===== src/rtl/pwm_multi_if.sv =====
// Bus bundle for pwm_multi: enables, duty update strobe and flat duty bus in,
// registered PWM outputs and period/update status out.
interface pwm_multi_if #(
    parameter int N = 4,
    parameter int W = 6
);
    logic             en;
    logic [N-1:0]     ch_en;
    logic             upd;
    logic [N*W-1:0]   duty_in;
    logic [N-1:0]     pwm_out;
    logic             period_end;
    logic             pending;

    modport master (
        output en, ch_en, upd, duty_in,
        input  pwm_out, period_end, pending
    );

    modport slave (
        input  en, ch_en, upd, duty_in,
        output pwm_out, period_end, pending
    );
endinterface


===== src/rtl/pwm_multi.sv =====
// N-channel PWM sharing one prescaled W-bit period counter; duty changes land only on period wraps.
// Optional macro PWM_FADE_EN: shadow duties ramp one step per period toward the staged values.
module pwm_multi #(
    parameter int N       = 4,
    parameter int W       = 6,
    parameter int DIV     = 1,
    parameter int STAGGER = 0
) (
    input  logic       CLOCK_50,
    input  logic       rst,
    pwm_multi_if.slave bus
);
    localparam int            PW         = (DIV > 1) ? $clog2(DIV) : 1;
    localparam logic [PW-1:0] PRESC_LAST = PW'(DIV - 1);
    localparam logic [W-1:0]  CNT_LAST   = {W{1'b1}};

    logic [PW-1:0]       prescaler;
    logic                tick;
    logic                wrap;
    logic [W-1:0]        cnt;
    logic [N-1:0][W-1:0] staging;
    logic [N-1:0][W-1:0] shadow;
    logic [N-1:0][W-1:0] shadow_next;
    logic [N-1:0][W-1:0] phase;
    logic                apply_done;
    logic [N-1:0]        pwm_next;
    logic [N-1:0]        pwm_q;
    logic                period_end_q;
    logic                pending_q;

    // With DIV=1 the prescaler sits at zero and tick is permanently high.
    assign tick = (prescaler == PRESC_LAST);
    assign wrap = tick && (cnt == CNT_LAST);

    always_ff @(posedge CLOCK_50 or posedge rst) begin
        if (rst) begin
            prescaler <= '0;
        end else if (tick) begin
            prescaler <= '0;
        end else begin
            prescaler <= prescaler + PW'(1);
        end
    end

    always_ff @(posedge CLOCK_50 or posedge rst) begin
        if (rst) begin
            cnt          <= '0;
            period_end_q <= 1'b0;
        end else begin
            if (tick) begin
                cnt <= cnt + W'(1);
            end
            period_end_q <= wrap;
        end
    end

`ifdef PWM_FADE_EN
    // Each channel moves one step toward its staged duty per period.
    always_comb begin
        apply_done = 1'b1;
        for (int i = 0; i < N; i++) begin
            if (shadow[i] < staging[i]) begin
                shadow_next[i] = shadow[i] + W'(1);
            end else if (shadow[i] > staging[i]) begin
                shadow_next[i] = shadow[i] - W'(1);
            end else begin
                shadow_next[i] = shadow[i];
            end
            if (shadow_next[i] != staging[i]) begin
                apply_done = 1'b0;
            end
        end
    end
`else
    assign shadow_next = staging;
    assign apply_done  = 1'b1;
`endif

    // A strobe coinciding with the wrap still lets the old staging reach shadow,
    // while the new capture keeps pending set for the following wrap.
    always_ff @(posedge CLOCK_50 or posedge rst) begin
        if (rst) begin
            staging   <= '0;
            shadow    <= '0;
            pending_q <= 1'b0;
        end else begin
            if (wrap && pending_q) begin
                shadow <= shadow_next;
            end
            if (bus.upd) begin
                staging   <= bus.duty_in;
                pending_q <= 1'b1;
            end else if (wrap && pending_q && apply_done) begin
                pending_q <= 1'b0;
            end
        end
    end

    always_comb begin
        for (int i = 0; i < N; i++) begin
            phase[i]    = cnt + W'(i * STAGGER);
            pwm_next[i] = bus.en & bus.ch_en[i] & (phase[i] < shadow[i]);
        end
    end

    always_ff @(posedge CLOCK_50 or posedge rst) begin
        if (rst) begin
            pwm_q <= '0;
        end else begin
            pwm_q <= pwm_next;
        end
    end

    assign bus.pwm_out    = pwm_q;
    assign bus.period_end = period_end_q;
    assign bus.pending    = pending_q;
endmodule


===== src/flat_wrapper.sv =====
// flat-port wrapper written by rule: the top's interface ports become plain ports
module pwm_multi_flat 
#(
    parameter int N       = 4,
    parameter int W       = 6,
    parameter int DIV     = 1,
    parameter int STAGGER = 0
)
  (CLOCK_50, rst, bus_en, bus_ch_en, bus_upd, bus_duty_in, bus_pwm_out, bus_period_end, bus_pending);
  pwm_multi_if #(.N(N), .W(W)) bus_i ();
  input  logic CLOCK_50;
  input  logic rst;
  input wire logic [$bits(bus_i.en)-1:0] bus_en;
  input wire logic [$bits(bus_i.ch_en)-1:0] bus_ch_en;
  input wire logic [$bits(bus_i.upd)-1:0] bus_upd;
  input wire logic [$bits(bus_i.duty_in)-1:0] bus_duty_in;
  output wire logic [$bits(bus_i.pwm_out)-1:0] bus_pwm_out;
  output wire logic [$bits(bus_i.period_end)-1:0] bus_period_end;
  output wire logic [$bits(bus_i.pending)-1:0] bus_pending;
  assign bus_i.en = bus_en;
  assign bus_i.ch_en = bus_ch_en;
  assign bus_i.upd = bus_upd;
  assign bus_i.duty_in = bus_duty_in;
  assign bus_pwm_out = bus_i.pwm_out;
  assign bus_period_end = bus_i.period_end;
  assign bus_pending = bus_i.pending;
  pwm_multi #(.N(N), .W(W), .DIV(DIV), .STAGGER(STAGGER)) u_core (.CLOCK_50(CLOCK_50), .rst(rst), .bus(bus_i));
endmodule

===== config.mk =====
export PLATFORM = sky130hd
export DESIGN_NAME = pwm_multi_flat
export DESIGN_NICKNAME = d
export VERILOG_FILES = /design/src/rtl/pwm_multi_if.sv /design/src/rtl/pwm_multi.sv /design/src/flat_wrapper.sv
export SDC_FILE = /design/constraint.sdc
export NUM_CORES = 1
export LEC_CHECK = 0
export BUFFER_PORTS_ARGS = -buffer_cell sky130_fd_sc_hd__clkbuf_2
export CORE_ASPECT_RATIO = 0.9
export CORE_UTILIZATION = 51
export CTS_CLUSTER_DIAMETER = 60
export CTS_CLUSTER_SIZE = 12
export DETAILED_ROUTE_END_ITERATION = 8
export HOLD_SLACK_MARGIN = 0.08
export PLACE_DENSITY = 0.83
export SLEW_MARGIN = 20
export SYNTH_ARGS = -nofsm -noshare
export SYNTH_HDL_FRONTEND = slang
export SYNTH_SLANG_ARGS = --single-unit

===== constraint.sdc =====
create_clock -name CLOCK_50 -period 1.75 [get_ports CLOCK_50]
set_input_delay 0.35 -clock CLOCK_50 [delete_from_list [all_inputs] [get_ports CLOCK_50]]
set_output_delay 0.35 -clock CLOCK_50 [all_outputs]
set_load 0.02 [all_outputs]

==> results of run 1 <==
[worst register-to-register path: stages (launching register included)]
cell and delay (ns):
dfrtp_1 0.35, ha_1 0.21, nand3_1 0.14, nor3_4 0.15
buf_4 0.24, mux2_2 0.37
[sequential cells by signal, summed over array words and instances (netlist names)]
name,flops
u_core.shadow,24
u_core.shadow_next,24
u_core.cnt,6
u_core.bus.pwm_out,4
u_core.bus.pending,1
u_core.bus.period_end,1
[cell usage in the layout, fill, tap and decap left out]
cell,netlist,final
o21bai_1,1,1
clkinvlp_4,0,1
buf_12,0,1
xnor2_1,2,2
buf_4,0,8
clkbuf_1,1,1
mux2_2,47,47
o21ai_0,4,4
nand2_1,9,9
nor2b_1,8,8
nand3_1,7,7
clkbuf_8,0,13
inv_1,23,22
and3_1,4,4
clkbuf_2,0,37
mux2_1,1,1
ha_1,21,21
xor2_1,2,2
nand4_1,4,4
nor3_4,1,1
dfrtp_1,60,60
nor2_1,2,2
a21oi_1,8,8
clkinv_2,0,1
[metrics by stage]
stage / instances / total power, mW / hold slack, ns / worst slack, ns
after floorplan: 209 / 1.58 / 0.456 / 0.115
after global placement: 315 / 1.63 / 0.438 / 0.252
after detailed placement: 315 / 1.64 / 0.444 / 0.173
after CTS: 330 / 2.79 / 0.0892 / 0.160
after global routing: 330 / 2.89 / 0.108 / 0.0787
final: 330 / 2.75 / 0.0743 / 0.170
[cells by family (layout without fill, tap and decap cells)]
kind of cell | Yosys count | in the layout | share of synthesized area
buffers and inverters | 28 | 84 | 0.0450
adders and majority gates | 21 | 21 | 0.0965
xor gates and xnor gates | 4 | 4 | 0.0129
DFF | 60 | 60 | 0.551
muxes | 48 | 48 | 0.199
and+or+nand+nor | 35 | 35 | 0.0708
AOI/OAI and AO/OA | 13 | 13 | 0.0248
[cell type report]
| class | count | area (um^2) |
|---|---|---|
| repair buffers | 46 | 265 |
| flip-flops and latches | 60 | 1500 |
| clock inverters | 1 | 5.00 |
| clock buffers | 14 | 183 |
| inverters | 23 | 90.1 |
| well taps | 65 | 81.3 |
| multi-input cells | 121 | 1100 |
| fillers | 395 | 1760 |
[layer usage]
metal	share of wire	vias up	wire length [um]	global-route usage
met4	0.020	0	91	0.105
met3	0.038	13	178	0.0484
met1	0.43	846	2010	0.240
met5	0	-	0	0
met2	0.51	36	2360	0.321
li1	-	820	-	-
[worst paths after layout]
check / from / to / slack, ns / cells past startpoint
worst max-delay path: u_core.cnt[0] / u_core.shadow[5] / 0.17 / 5
worst min register to register: u_core.shadow[6] / u_core.shadow[6] / 0.50 / 1
min in group CLOCK_50: bus_duty_in[4] / u_core.shadow_next[4] / 0.25 / 2
worst max register to register: u_core.cnt[0] / u_core.shadow[5] / 0.17 / 5
max in group asynchronous: rst / u_core.bus.period_end / 1.40 / 3
worst min-delay path: rst / u_core.shadow_next[0] / 0.07 / 3
[report_power, final]
group	switching (mW)	total, mW	internal [mW]
Combinational	0.0587	0.139	0.0801
Clock	0.484	1.14	0.659
Sequential	0.0266	1.47	1.44
==> flow_summary.yaml, run 1 <==
run:
  cap_viol_max_count: 0
die:
  die_area_um2: 5630
  dieHeight_um: 71.3
  core_um2: 4980
  rows: 24
  initial_utilization: 0.546
  fp.dieW_um: 79.0
  design.portCount: 38
power:
  power_density_normalized_to_cell_area_nw_per_um2: 854
  leakage_nw: 1.56
  ir_worst_vdd_mv: 0.649
worst_setup_path:
  worst-endpoint-arrival_ns: 1.79
  critPathCaptureType: "flip-flop"
  timing.critical_path.cells: "ha_1 > nand3_1 > nor3_4 > buf_4 > mux2_2"
  path_buf_inv: 1
  crit_required_ns: 1.96
  slowest_stage_delay_on_critical_path_ns: 0.37
  master_of_the_slowest_instance_on_the_critical_path: "mux2_2"
  worst-setup-path-type: "flip-flop to flip-flop"
  cpLargestDelayFamily: "multiplexers"
  crit_fanout: 13
  timing.critical_path.from_type: "flip-flop"
grt:
  grt_overflow: 0
  grt_max_degree: 61
  first_pass_grt_wire_length_um: 8220
  global_route.usage.total: 0.196
  first_global_vias: 1861
  antenna_found_initial: 0
drt:
  routed_via_density: 5.20
  route.final.wire_length_um: 4650
  remaining_drc_errors: 0
  routed-via-count: 1715
  first_iter_violations: 110
  antenna_violation_net_count_after_detailed_routing: 0
  drt-wirelength-per-cell_um: 14.1
  firstDrtPassIters: 4
placed_design:
  hpwl_um: 3320
  routabilityCongestion: 0.787
  post_dp_cell_area_um2: 3040
  port_buffers: 37
timing:
  max_clock_skew_ns: 0.00264
  timing.final.crit_period_ns: 1.58
  rsz0062_at_grt: "no"
  fmax_mhz: 633
  period_share: 0.903
  final_setup_viols: 0
  max_slew_margin: 0.565
  final-max-slew-violation-count: 0
  worst_pin_slew_ns: 0.652
  final_hold_viol_count: 0
  setup-tns-final_ns: 0
clock_network:
  cts_setup_buffers: 0
  cts-resized-gates: 0
  clock_tree.root_cell: "clkbuf_8"
  cts_tree: "done"
  numCtsBuffers: 9
  worst_skew_pair.late_latency_ns: 0.32
  path_clk_slew_ns: 0.06
  cts_sinks: 60
  max-clock-path-buffers: 2
  h-tree-depth: 3
  cts_hold_buffers: 0
synthesis:
  synthFlopType: "dfrtp_1"
  yosysWarnings: 0
  syn-mean-instance-area_um2: 13.0
  synth.top_cells.by_area: "dfrtp_1, mux2_2, ha_1"
  synth_async_sr_flop_share: 1.00
  post_synth_instance_area_um2: 2720
  synth.ff_latch_count: 60
  post_synth_num_cell_types: 20
  yosys.cell_count.top_type: "dfrtp_1"
  synth_commonest_cells: "dfrtp_1, mux2_2, inv_1"
  synthesis.instances: 209
  syn_nets: 262
  synth_top_cell_by_area: "dfrtp_1"
  post-synth-top-area-fraction: 0.551
  synth_sequential_area_ratio: 0.551
  synth-edff-count: 0
layout:
  antenna_cells_inserted: 0
  syn2layout_area_growth_pct: 18.4
  nNetsFinal: 314
  final_layout_size_suffix_gt1_frac: 0.411
  postLayoutCoreUtil: 0.647
  layout.cell_area.non_filler_um2: 3220
outcome:
  status: "finished clean"
hold_path:
  worst_hold_path_type: "primary input to asynchronous set/reset pin"
Note: power is estimated with default switching activity, not from simulation.
==> run 2: changes to the inputs <==
- SETUP_SLACK_MARGIN: unset -> 0.3
==> flow_summary.yaml, run 2 (same netlist as run 1, synthesis figures left out) <==
layout:
  syn2layout_area_growth_pct: 23.4
  sequential_cell_area_um2: 1500
  postLayoutCoreUtil: 0.674
  layout.cells.non_filler: 337
  fillers: 376
  antenna_cells_inserted: 0
  layout_commonest_cell: "dfrtp_1"
  layout_common_cells: "dfrtp_1, mux2_2, clkbuf_2, inv_1, ha_1"
  final_layout_size_suffix_gt1_frac: 0.426
  multi_input_comb_area_um2: 1160
  nNetsFinal: 321
  layout.cell_area.non_filler_um2: 3360
placed_design:
  hpwl_um: 3310
  numPlacedInstances: 315
  routabilityCongestion: 0.764
  post_dp_cell_area_um2: 3040
  port_buffers: 37
worst_setup_path:
  worst-r2r-setup-slack_ns: 0.21
  crit_required_ns: 1.98
  worst-r2r-cell-count: 6
  r2r-start: "u_core.cnt[0]"
  worst-endpoint-arrival_ns: 1.77
  timing.critical_path.from_type: "flip-flop"
  regToRegEndpoint: "u_core.shadow[5]"
  critPathCaptureType: "flip-flop"
  timing.critical_path.from: "u_core.cnt[0]"
  worst-setup-path-type: "flip-flop to flip-flop"
  crit_fanout: 7
  timing.critical_path.to: "u_core.shadow[5]"
drt:
  remaining_drc_errors: 0
  routed-via-count: 1758
  route.final.wire_length_um: 5140
  drt-wirelength-per-cell_um: 15.3
  firstDrtPassIters: 4
  first_iter_violations: 78
  antenna_violation_net_count_after_detailed_routing: 0
  routed_via_density: 5.22
grt:
  antenna_found_initial: 0
  grt_overflow: 0
  grt_max_degree: 61
  global_route.usage.total: 0.215
  first_global_vias: 1895
  first_pass_grt_wire_length_um: 8760
power:
  power_density_normalized_to_cell_area_nw_per_um2: 831
  power.share.clock: 0.421
  p_comb_frac: 0.051
  switching_share: 0.207
  leakage_nw: 1.61
  int_pwr_mw: 2.21
  seq_power_share: 0.528
  p_switching_mw: 0.579
  ir_worst_vdd_mv: 0.518
timing:
  max_clock_skew_ns: 0.00748
  timing.final.crit_period_ns: 1.54
  holdWs_ns: 0.229
  final_hold_viol_count: 0
  worst_pin_slew_ns: 0.636
  period_share: 0.881
  rsz0062_at_grt: "yes"
  fmax_mhz: 649
  max_slew_margin: 0.576
  setup-tns-final_ns: 0
  final_setup_viols: 0
  final-max-slew-violation-count: 0
clock_network:
  path_clk_slew_ns: 0.06
  cts_tree: "done"
  clock_tree.root_cell: "clkbuf_8"
  cts_sinks: 60
  worst_skew_pair.late_latency_ns: 0.34
  numCtsBuffers: 9
  max-clock-path-buffers: 2
  h-tree-depth: 3
die:
  design.portCount: 38
  die_area_um2: 5630
  core_um2: 4980
  rows: 24
  initial_utilization: 0.546
  dieHeight_um: 71.3
  fp.dieW_um: 79.0
hold_path:
  worst_hold_path_type: "primary input to flip-flop"
outcome:
  status: "finished clean"
run:
  cap_viol_max_count: 0
run 2: how the worst min path moves through the flow:
| stage | depth (start not counted) | endpoint | from |
|---|---|---|---|
| final | 3 | u_core.bus.pwm_out[0] | bus_ch_en[0] |
| after global placement | 3 | u_core.shadow_next[3] | rst |
| after floorplan | 1 | u_core.bus.pending | rst |
| after CTS | 3 | u_core.bus.pwm_out[0] | bus_ch_en[0] |
| after detailed placement | 3 | u_core.shadow_next[5] | rst |
| after global routing | 2 | u_core.shadow_next[9] | bus_duty_in[9] |
run 2: power by group through the flow:
stage | Sequential [mW] | Clock, mW | Combinational (mW)
final | 1.47 | 1.17 | 0.143
after CTS | 1.47 | 1.21 | 0.147
after global routing | 1.48 | 1.27 | 0.160
after global placement | 1.49 | 0 | 0.139
after detailed placement | 1.50 | 0 | 0.145
after floorplan | 1.48 | 0 | 0.0903
run 2: per-stage QoR:
| step | worst slack, ns | power [mW] |
|---|---|---|
| 2_1_floorplan | 0.150 | 1.58 |
| 3_3_place_gp | 0.297 | 1.63 |
| 3_5_place_dp | 0.204 | 1.64 |
| 4_1_cts | 0.231 | 2.83 |
| 5_1_grt | 0.178 | 2.91 |
| 6_report | 0.209 | 2.79 |
run 2: cell type report:
type,count,share of cell area
Sequential cell,60,0.447
Clock buffer,13,0.0443
Timing Repair Buffer,53,0.101
Multi-Input combinational cell,121,0.347
Tap cell,65,0.0242
Inverter,23,0.0268
Clock inverter,2,0.0104
run 2: layer usage:
metal  GRT usage  up-vias  part of all wire
met4      0.0929        0             0.021
met2       0.359       42              0.50
li1            -      827                 -
met5           0        -                 0
met3      0.0981       13             0.054
met1       0.236      876              0.42
run 2: timing repair:
item	in CTS	in global routing
pin swaps	0	0
hold buffers	1	0
resized for setup	14	7
buffers inserted	3	1
gates cloned	2	0
hold endpoints to repair	8	0
endpoints found under the setup margin	24	25
run 2: worst max-delay path, stage by stage (launching register included):
cell and delay (ns):
dfrtp_1 0.40, ha_4 0.17, nand3_4 0.07, nor3_4 0.15, buf_6 0.15, buf_6 0.14
mux2_2 0.35
